<file path="src/rtl/ysyx_25040129_icache_pkg.sv">
// rtl/ysyx_25040129_icache_pkg.sv - shared types, bus constants and geometry helpers for the icache
// Purpose: FSM state encoding, AXI response/burst constants and functions that
//          derive the offset/index/tag/word-select widths from the cache geometry.
// Ports:   none (package).
package ysyx_25040129_icache_pkg;

    typedef enum logic [2:0] {
        IDLE,
        LOOKUP,
        REFILL_AR,
        REFILL_R,
        BYPASS_AR,
        BYPASS_R,
        RESP
    } state_t;

    localparam logic [1:0] AXI_OKAY    = 2'b00;
    localparam logic [1:0] AXI_SLVERR  = 2'b10;
    localparam logic [1:0] AXI_INCR    = 2'b01;
    localparam logic [2:0] AXI_SIZE_4B = 3'b010;

    function automatic int unsigned offset_bits(input int unsigned line_bytes);
        return $clog2(line_bytes);
    endfunction

    function automatic int unsigned index_bits(input int unsigned num_lines);
        return $clog2(num_lines);
    endfunction

    function automatic int unsigned tag_bits(input int unsigned line_bytes,
                                             input int unsigned num_lines);
        return 32 - $clog2(line_bytes) - $clog2(num_lines);
    endfunction

    // Word-select width; kept at least 1 so single-word lines still elaborate.
    function automatic int unsigned word_bits(input int unsigned line_bytes);
        return (line_bytes > 4) ? $clog2(line_bytes / 4) : 1;
    endfunction

endpackage

</file>
<file path="src/rtl/ysyx_25040129_icache_data_array.sv">
// rtl/ysyx_25040129_icache_data_array.sv - line data storage with one sync write and one async read port
// Purpose: NUM_LINES x WORDS x 32-bit register array holding cached instructions.
// Ports:   clk                      - clock, rising edge
//          i_we/i_widx/i_wword      - write enable, line index and word slot
//          i_wdata                  - word to store
//          i_ridx/i_rword           - read line index and word slot
//          o_rdata                  - combinational read data
module ysyx_25040129_icache_data_array #(
    parameter int unsigned NUM_LINES = 16,
    parameter int unsigned WORDS     = 4,
    parameter int unsigned IDX_W     = 4,
    parameter int unsigned WB_W      = 2
) (
    input  logic             clk,
    input  logic             i_we,
    input  logic [IDX_W-1:0] i_widx,
    input  logic [WB_W-1:0]  i_wword,
    input  logic [31:0]      i_wdata,
    input  logic [IDX_W-1:0] i_ridx,
    input  logic [WB_W-1:0]  i_rword,
    output logic [31:0]      o_rdata
);

    logic [31:0] r_mem [NUM_LINES][WORDS];

    // Contents are only meaningful behind a valid bit, so no reset is needed.
    always_ff @(posedge clk) begin
        if (i_we) begin
            r_mem[i_widx][i_wword] <= i_wdata;
        end
    end

    assign o_rdata = r_mem[i_ridx][i_rword];

endmodule

</file>
<file path="src/rtl/ysyx_25040129_icache.sv">
// rtl/ysyx_25040129_icache.sv - direct-mapped blocking instruction cache between IFU and AXI4 bus
// Purpose: serves IFU fetches from a direct-mapped array, refills misses with an
//          INCR burst, bypasses an uncached region with single-beat reads and
//          invalidates all lines on fence_i.
// Ports:   clk, rst (async, active-low)
//          araddr/arvalid/arready, rdata/rresp/rvalid/rready - IFU slave side
//          fence_i                                           - invalidate pulse
//          mem_ar*/mem_r*                                    - AXI4 read master
//          hit_cnt/miss_cnt                                  - wrapping statistics
module ysyx_25040129_icache
    import ysyx_25040129_icache_pkg::*;
#(
    parameter int unsigned LINE_BYTES    = 16,
    parameter int unsigned NUM_LINES     = 16,
    parameter logic [31:0] UNCACHED_BASE = 32'hA000_0000,
    parameter logic [31:0] UNCACHED_MASK = 32'hF000_0000
) (
    input  logic        clk,
    input  logic        rst,
    input  logic [31:0] araddr,
    input  logic        arvalid,
    output logic        arready,
    output logic [31:0] rdata,
    output logic [1:0]  rresp,
    output logic        rvalid,
    input  logic        rready,
    input  logic        fence_i,
    output logic [31:0] mem_araddr,
    output logic [7:0]  mem_arlen,
    output logic [2:0]  mem_arsize,
    output logic [1:0]  mem_arburst,
    output logic        mem_arvalid,
    input  logic        mem_arready,
    input  logic [31:0] mem_rdata,
    input  logic [1:0]  mem_rresp,
    input  logic        mem_rlast,
    input  logic        mem_rvalid,
    output logic        mem_rready,
    output logic [31:0] hit_cnt,
    output logic [31:0] miss_cnt
);

    localparam int unsigned WORDS = LINE_BYTES / 4;
    localparam int unsigned OFF_W = offset_bits(LINE_BYTES);
    localparam int unsigned IDX_W = index_bits(NUM_LINES);
    localparam int unsigned TAG_W = tag_bits(LINE_BYTES, NUM_LINES);
    localparam int unsigned WB_W  = word_bits(LINE_BYTES);
    localparam logic [7:0]  LAST_BEAT = 8'(WORDS - 1);

    state_t             r_state, w_next;
    logic [31:0]        r_addr;
    logic [NUM_LINES-1:0] r_valid;
    logic [TAG_W-1:0]   r_tag [NUM_LINES];
    logic [7:0]         r_beat;
    logic [1:0]         r_err;
    logic               r_nofill;
    logic [31:0]        r_resp_data;
    logic [31:0]        r_hit_cnt;
    logic [31:0]        r_miss_cnt;

    logic [IDX_W-1:0]   w_idx;
    logic [TAG_W-1:0]   w_tag;
    logic [WB_W-1:0]    w_word;
    logic               w_hit;
    logic               w_uncached;
    logic               w_refill_beat;
    logic [1:0]         w_err_after;
    logic               w_fill;
    logic [31:0]        w_arr_word;

    assign w_idx      = r_addr[OFF_W +: IDX_W];
    assign w_tag      = r_addr[31 -: TAG_W];
    assign w_word     = (WORDS == 1) ? '0 : r_addr[2 +: WB_W];
    assign w_hit      = r_valid[w_idx] && (r_tag[w_idx] == w_tag);
    assign w_uncached = (araddr & UNCACHED_MASK) == UNCACHED_BASE;

    assign w_refill_beat = (r_state == REFILL_R) && mem_rvalid;

    // Error state after the current refill beat: the first bad response wins;
    // otherwise an rlast on any beat but the last expected one (early, or late
    // once the counter has run past it) is reported as SLVERR.
    always_comb begin
        w_err_after = r_err;
        if (r_err == AXI_OKAY) begin
            if (mem_rresp != AXI_OKAY) begin
                w_err_after = mem_rresp;
            end else if (mem_rlast && (r_beat != LAST_BEAT)) begin
                w_err_after = AXI_SLVERR;
            end
        end
    end

    // A fence in the final beat's cycle also suppresses the fill.
    assign w_fill = w_refill_beat && mem_rlast && (w_err_after == AXI_OKAY)
                    && !r_nofill && !fence_i;

    ysyx_25040129_icache_data_array #(
        .NUM_LINES (NUM_LINES),
        .WORDS     (WORDS),
        .IDX_W     (IDX_W),
        .WB_W      (WB_W)
    ) u_data_array (
        .clk     (clk),
        .i_we    (w_refill_beat && (r_beat < 8'(WORDS))),
        .i_widx  (w_idx),
        .i_wword (r_beat[WB_W-1:0]),
        .i_wdata (mem_rdata),
        .i_ridx  (w_idx),
        .i_rword (w_word),
        .o_rdata (w_arr_word)
    );

    assign mem_arsize  = AXI_SIZE_4B;
    assign mem_arburst = AXI_INCR;
    assign hit_cnt     = r_hit_cnt;
    assign miss_cnt    = r_miss_cnt;

    always_comb begin
        w_next      = r_state;
        arready     = 1'b0;
        rvalid      = 1'b0;
        rdata       = r_resp_data;
        rresp       = r_err;
        mem_arvalid = 1'b0;
        mem_araddr  = 32'h0;
        mem_arlen   = 8'h0;
        mem_rready  = 1'b0;
        case (r_state)
            IDLE: begin
                arready = 1'b1;
                if (arvalid) begin
                    w_next = w_uncached ? BYPASS_AR : LOOKUP;
                end
            end
            LOOKUP: begin
                if (w_hit) begin
                    rvalid = 1'b1;
                    rdata  = w_arr_word;
                    rresp  = AXI_OKAY;
                    w_next = rready ? IDLE : RESP;
                end else begin
                    w_next = REFILL_AR;
                end
            end
            REFILL_AR: begin
                mem_arvalid = 1'b1;
                mem_araddr  = {r_addr[31:OFF_W], {OFF_W{1'b0}}};
                mem_arlen   = LAST_BEAT;
                if (mem_arready) begin
                    w_next = REFILL_R;
                end
            end
            REFILL_R: begin
                mem_rready = 1'b1;
                if (mem_rvalid && mem_rlast) begin
                    w_next = RESP;
                end
            end
            BYPASS_AR: begin
                mem_arvalid = 1'b1;
                mem_araddr  = {r_addr[31:2], 2'b00};
                if (mem_arready) begin
                    w_next = BYPASS_R;
                end
            end
            BYPASS_R: begin
                mem_rready = 1'b1;
                if (mem_rvalid) begin
                    w_next = RESP;
                end
            end
            RESP: begin
                rvalid = 1'b1;
                if (rready) begin
                    w_next = IDLE;
                end
            end
            default: w_next = IDLE;
        endcase
    end

    always_ff @(posedge clk or negedge rst) begin
        if (!rst) begin
            r_state     <= IDLE;
            r_addr      <= 32'h0;
            r_valid     <= '0;
            r_beat      <= 8'h0;
            r_err       <= AXI_OKAY;
            r_nofill    <= 1'b0;
            r_resp_data <= 32'h0;
            r_hit_cnt   <= 32'h0;
            r_miss_cnt  <= 32'h0;
        end else begin
            r_state <= w_next;

            if ((r_state == IDLE) && arvalid) begin
                r_addr <= araddr;
            end

            if (fence_i) begin
                r_valid <= '0;
            end else if (w_fill) begin
                r_valid[w_idx] <= 1'b1;
            end

            if (r_state == LOOKUP) begin
                r_nofill <= 1'b0;
            end else if (fence_i && ((r_state == REFILL_AR) || (r_state == REFILL_R))) begin
                r_nofill <= 1'b1;
            end

            // Counter saturates so a runaway burst cannot alias back to a valid beat.
            if (r_state == REFILL_AR) begin
                r_beat <= 8'h0;
            end else if (w_refill_beat && (r_beat != 8'hFF)) begin
                r_beat <= r_beat + 8'h1;
            end

            if (w_refill_beat) begin
                r_err <= w_err_after;
            end else if ((r_state == BYPASS_R) && mem_rvalid) begin
                r_err <= mem_rresp;
            end else if ((r_state == RESP) && rready) begin
                r_err <= AXI_OKAY;
            end

            if ((r_state == LOOKUP) && w_hit) begin
                r_resp_data <= w_arr_word;
            end else if (w_refill_beat && (r_beat == 8'(w_word))) begin
                r_resp_data <= mem_rdata;
            end else if ((r_state == BYPASS_R) && mem_rvalid) begin
                r_resp_data <= mem_rdata;
            end

            if ((r_state == LOOKUP) && w_hit) begin
                r_hit_cnt <= r_hit_cnt + 32'h1;
            end
            if ((r_state == LOOKUP) && !w_hit) begin
                r_miss_cnt <= r_miss_cnt + 32'h1;
            end
        end
    end

    always_ff @(posedge clk) begin
        if (w_fill) begin
            r_tag[w_idx] <= w_tag;
        end
    end

endmodule

</file>
<file path="config.mk">
export PLATFORM = sky130hd
export DESIGN_NAME = ysyx_25040129_icache
export DESIGN_NICKNAME = d
export VERILOG_FILES = /design/src/rtl/ysyx_25040129_icache_pkg.sv /design/src/rtl/ysyx_25040129_icache_data_array.sv /design/src/rtl/ysyx_25040129_icache.sv
export SDC_FILE = /design/constraint.sdc
export NUM_CORES = 2
export LEC_CHECK = 0
export ABC_CLOCK_PERIOD_IN_PS = 5800
export CORE_UTILIZATION = 55
export CTS_CLUSTER_SIZE = 10
export DETAILED_ROUTE_END_ITERATION = 8
export GPL_ROUTABILITY_DRIVEN = 1
export PLACE_DENSITY = 0.71
export SLEW_MARGIN = 25
export SYNTH_ARGS = -nofsm -noshare
export SYNTH_HDL_FRONTEND = slang
export SYNTH_HIERARCHICAL = 1
export SYNTH_SLANG_ARGS = --single-unit
</file>
<file path="constraint.sdc">
create_clock -name clk -period 5.8 [get_ports clk]
set_input_delay 0.58 -clock clk [delete_from_list [all_inputs] [get_ports clk]]
set_output_delay 0.58 -clock clk [all_outputs]
set_load 0.005 [all_outputs]
</file>
==> impl_metrics.ini <==
[yosys]
syn_inst = 4848
synth_top_flop_cell = edfxtp_1
ys_seq_elements = 2588
synth_edf_count = 2432
yosysTopAreaCell = edfxtp_1
synth.area.top_cells = edfxtp_1, mux4_2, dfrtp_1
synth_cell_types = 70
synth_most_common_cell = edfxtp_1
synth_top_area_share_pct = 72.0
yosysSeqAreaShare_pct = 75.9
async_flop_share_pct = 6.03
synth.cell_area_um2 = 101000
avgSynthCellArea_um2 = 20.9
yosys_warnings = 6
yosys-top-cells-count = edfxtp_1, mux4_2, nor2_1, dfrtp_1, mux2i_1

[final_layout]
area_growth_pct = 15.0
regArea_um2 = 76900
drive_above_1_share_pct = 27.2
utilization_pct = 63.7
final_area_um2 = 117000
fillers = 12100
multi_input_area_um2 = 23500
nets = 5444

[drt]
finalWirelength_um = 253000
drt_iter0_drc = 6566
viasPerCell = 6.54
wl_per_cell_um = 31.9
dr.pass1.iters = 5
route.detailed.drc = 0
antenna_left = 0
vias = 52000

[global_route]
antenna_found_initial = 6
first_global_vias = 52200
grt_first_pass_wirelength_um = 361000
grt_usage_pct = 27.2
grt_start_max_net_pins = 128
overflow = 0

[sta]
hold_viol_final = 0
relSlewSlack_pct = 31.9
finalClockSkew_ps = 61.2
setup_violations = 0
min_period_over_period_pct = 97.4
fin_ws_ps = 149
worst_pin_slew_ps = 1020
fmax_mhz = 177
worst_hold_slack_ps = 129
finalMaxSlewViolations = 0
period_needed_ps = 5650

[cts]
cts-buffers-inserted = 311
cts_tree = yes
htreeDepth = 5
clock-sinks = 2588
clk_pin_slew_worst_paths_ps = 50
clock-root-buffer = clkbuf_16
insertion_delay_ps = 960
cts_buffer_depth = 4

[min_path]
holdCritPathClass = in2reg

[floorplan]
coreArea_um2 = 183000
initial_core_util_pct = 55.4
die_w_um = 431
rows = 157
dieArea_um2 = 186000
chipHeight_um = 431
io_pins = 221

[worst_setup_path]
path_class = reg2out
cp_data_required_time_ps = 5220
arrival_ps = 5070
critPathLaunchType = register
end_kind = output port
crit_fanout = 33

[power_and_ir_drop]
powerDensity_nw_per_um2 = 473
report.power.total_w = 0.0551
power_leakage_nw = 37.8
peakVddDrop_mv = 0.418

[job]
maxCapViolCount = 0

[status]
status = complete, no violations

[place]
dp_hpwl_um = 137000
dp_slack_ps = 481
placed_cell_area_um2 = 108000
io_buffers = 205
place_congestion = 0.832
## through the flow
step                setup TNS, ps  instances
floorplan                       0       4859
CTS                             0       7919
global placement                0       7486
finish                          0       7947
global route                -5.34       7938
detailed placement              0       7486
## state kept, by name, summed over array words and instances (netlist names), 2 cells and up
register            count
hit_cnt                32
miss_cnt               32
r_addr                 30
r_beat                  8
r_err                   2
r_resp_data            32
r_state                 3
r_tag                 384
r_valid                16
u_data_array/r_mem   2048
## kinds of logic after synthesis
family / Yosys count / synth area share [%]
mux: 869 / 16.1
flops: 2588 / 75.9
xor+xnor: 94 / 0.812
buf+inv: 314 / 1.61
other cells: 2 / 0.00741
simple gates: 557 / 2.78
fa+ha+maj: 3 / 0.0370
compound gates: 421 / 2.81
## worst paths after layout
| check | startpoint | to | slack, ps | cells past startpoint |
|---|---|---|---|---|
| min reg2reg | hit_cnt[31] | hit_cnt[31] | 470 | 1 |
| max reg2reg | r_state[0] | u_data_array/r_mem[14][36] | 1290 | 8 |
| min | mem_rdata[13] | u_data_array/r_mem[13][77] | 130 | 1 |
| max in group asynchronous | rst | r_addr[4] | 4200 | 3 |
| min in group asynchronous | rst | r_addr[12] | 240 | 2 |
| max | r_addr[5] | rdata[23] | 150 | 12 |
## layer usage
metal	routed length (µm)	global-route usage, %	vias up
met2	122000	43.0	2892
met1	97900	38.0	27600
li1	-	-	21100
met3	23800	5.35	453
met4	9310	10.0	0
met5	0	0	-
## timing repair
item,in CTS,in global routing
endpoints found under the setup margin,35,27
pin swaps,1,3
endpoints found under the hold margin,70,0
hold buffers,1,0
resized for setup,13,13
buffers inserted,10,16
cloned,2,3
## layout make-up
class                      instances  share of cell area, %
antenna                            9                 0.0193
clock buffer                     411                   7.15
clock inverter                     9                 0.0494
inverter                          37                  0.119
multi-input combinational       1957                   20.2
sequential                      2588                   66.0
tap                             2464                   2.64
timing repair buffer             472                   3.82
## worst max-delay path, cell delays in order (launching register included)
cell and delay (ps):
dfrtp_4 540, buf_12 170, buf_4 380, buf_4 520, nand2b_1 200, buf_4 290, o22ai_1 110, nor2_1 390
a21oi_1 130, buf_4 210, nor2_1 370, mux2_4 230, clkdlybuf4s50_1 490
## report_power, final
part           internal [W]  switching (W)  total, W  leakage (nW)
combinational       0.00720        0.00926    0.0165          9.86
sequential           0.0212       0.000675    0.0219          23.9
clock               0.00987        0.00685    0.0167          4.08
## layout by cell type, fill, tap and decap left out, types with 9 or more instances in the layout
| cell type | n |
|---|---|
| diode_2 | 9 |
| dfrtp_1 | 151 |
| mux4_2 | 571 |
| buf_4 | 232 |
| o221ai_1 | 30 |
| nor2_4 | 65 |
| and4_1 | 10 |
| mux2_4 | 60 |
| clkbuf_16 | 322 |
| edfxtp_1 | 2432 |
| conb_1 | 13 |
| a22o_1 | 15 |
| or3_1 | 11 |
| mux2_2 | 98 |
| xnor2_1 | 56 |
| o21ai_0 | 21 |
| nand2b_1 | 17 |
| xor2_1 | 34 |
| buf_2 | 28 |
| clkdlybuf4s50_1 | 172 |
| nand2_1 | 119 |
| inv_1 | 37 |
| clkbuf_1 | 91 |
| a22oi_1 | 132 |
| nand4_1 | 22 |
| nor2b_1 | 12 |
| o22ai_1 | 117 |
| a21oi_1 | 69 |
| nor2_2 | 16 |
| and3_1 | 56 |
| nor2_1 | 91 |
| buf_12 | 23 |
| mux2i_1 | 136 |
| nand3_1 | 51 |
| nor3_1 | 24 |
(Power assumes the default switching activity.)
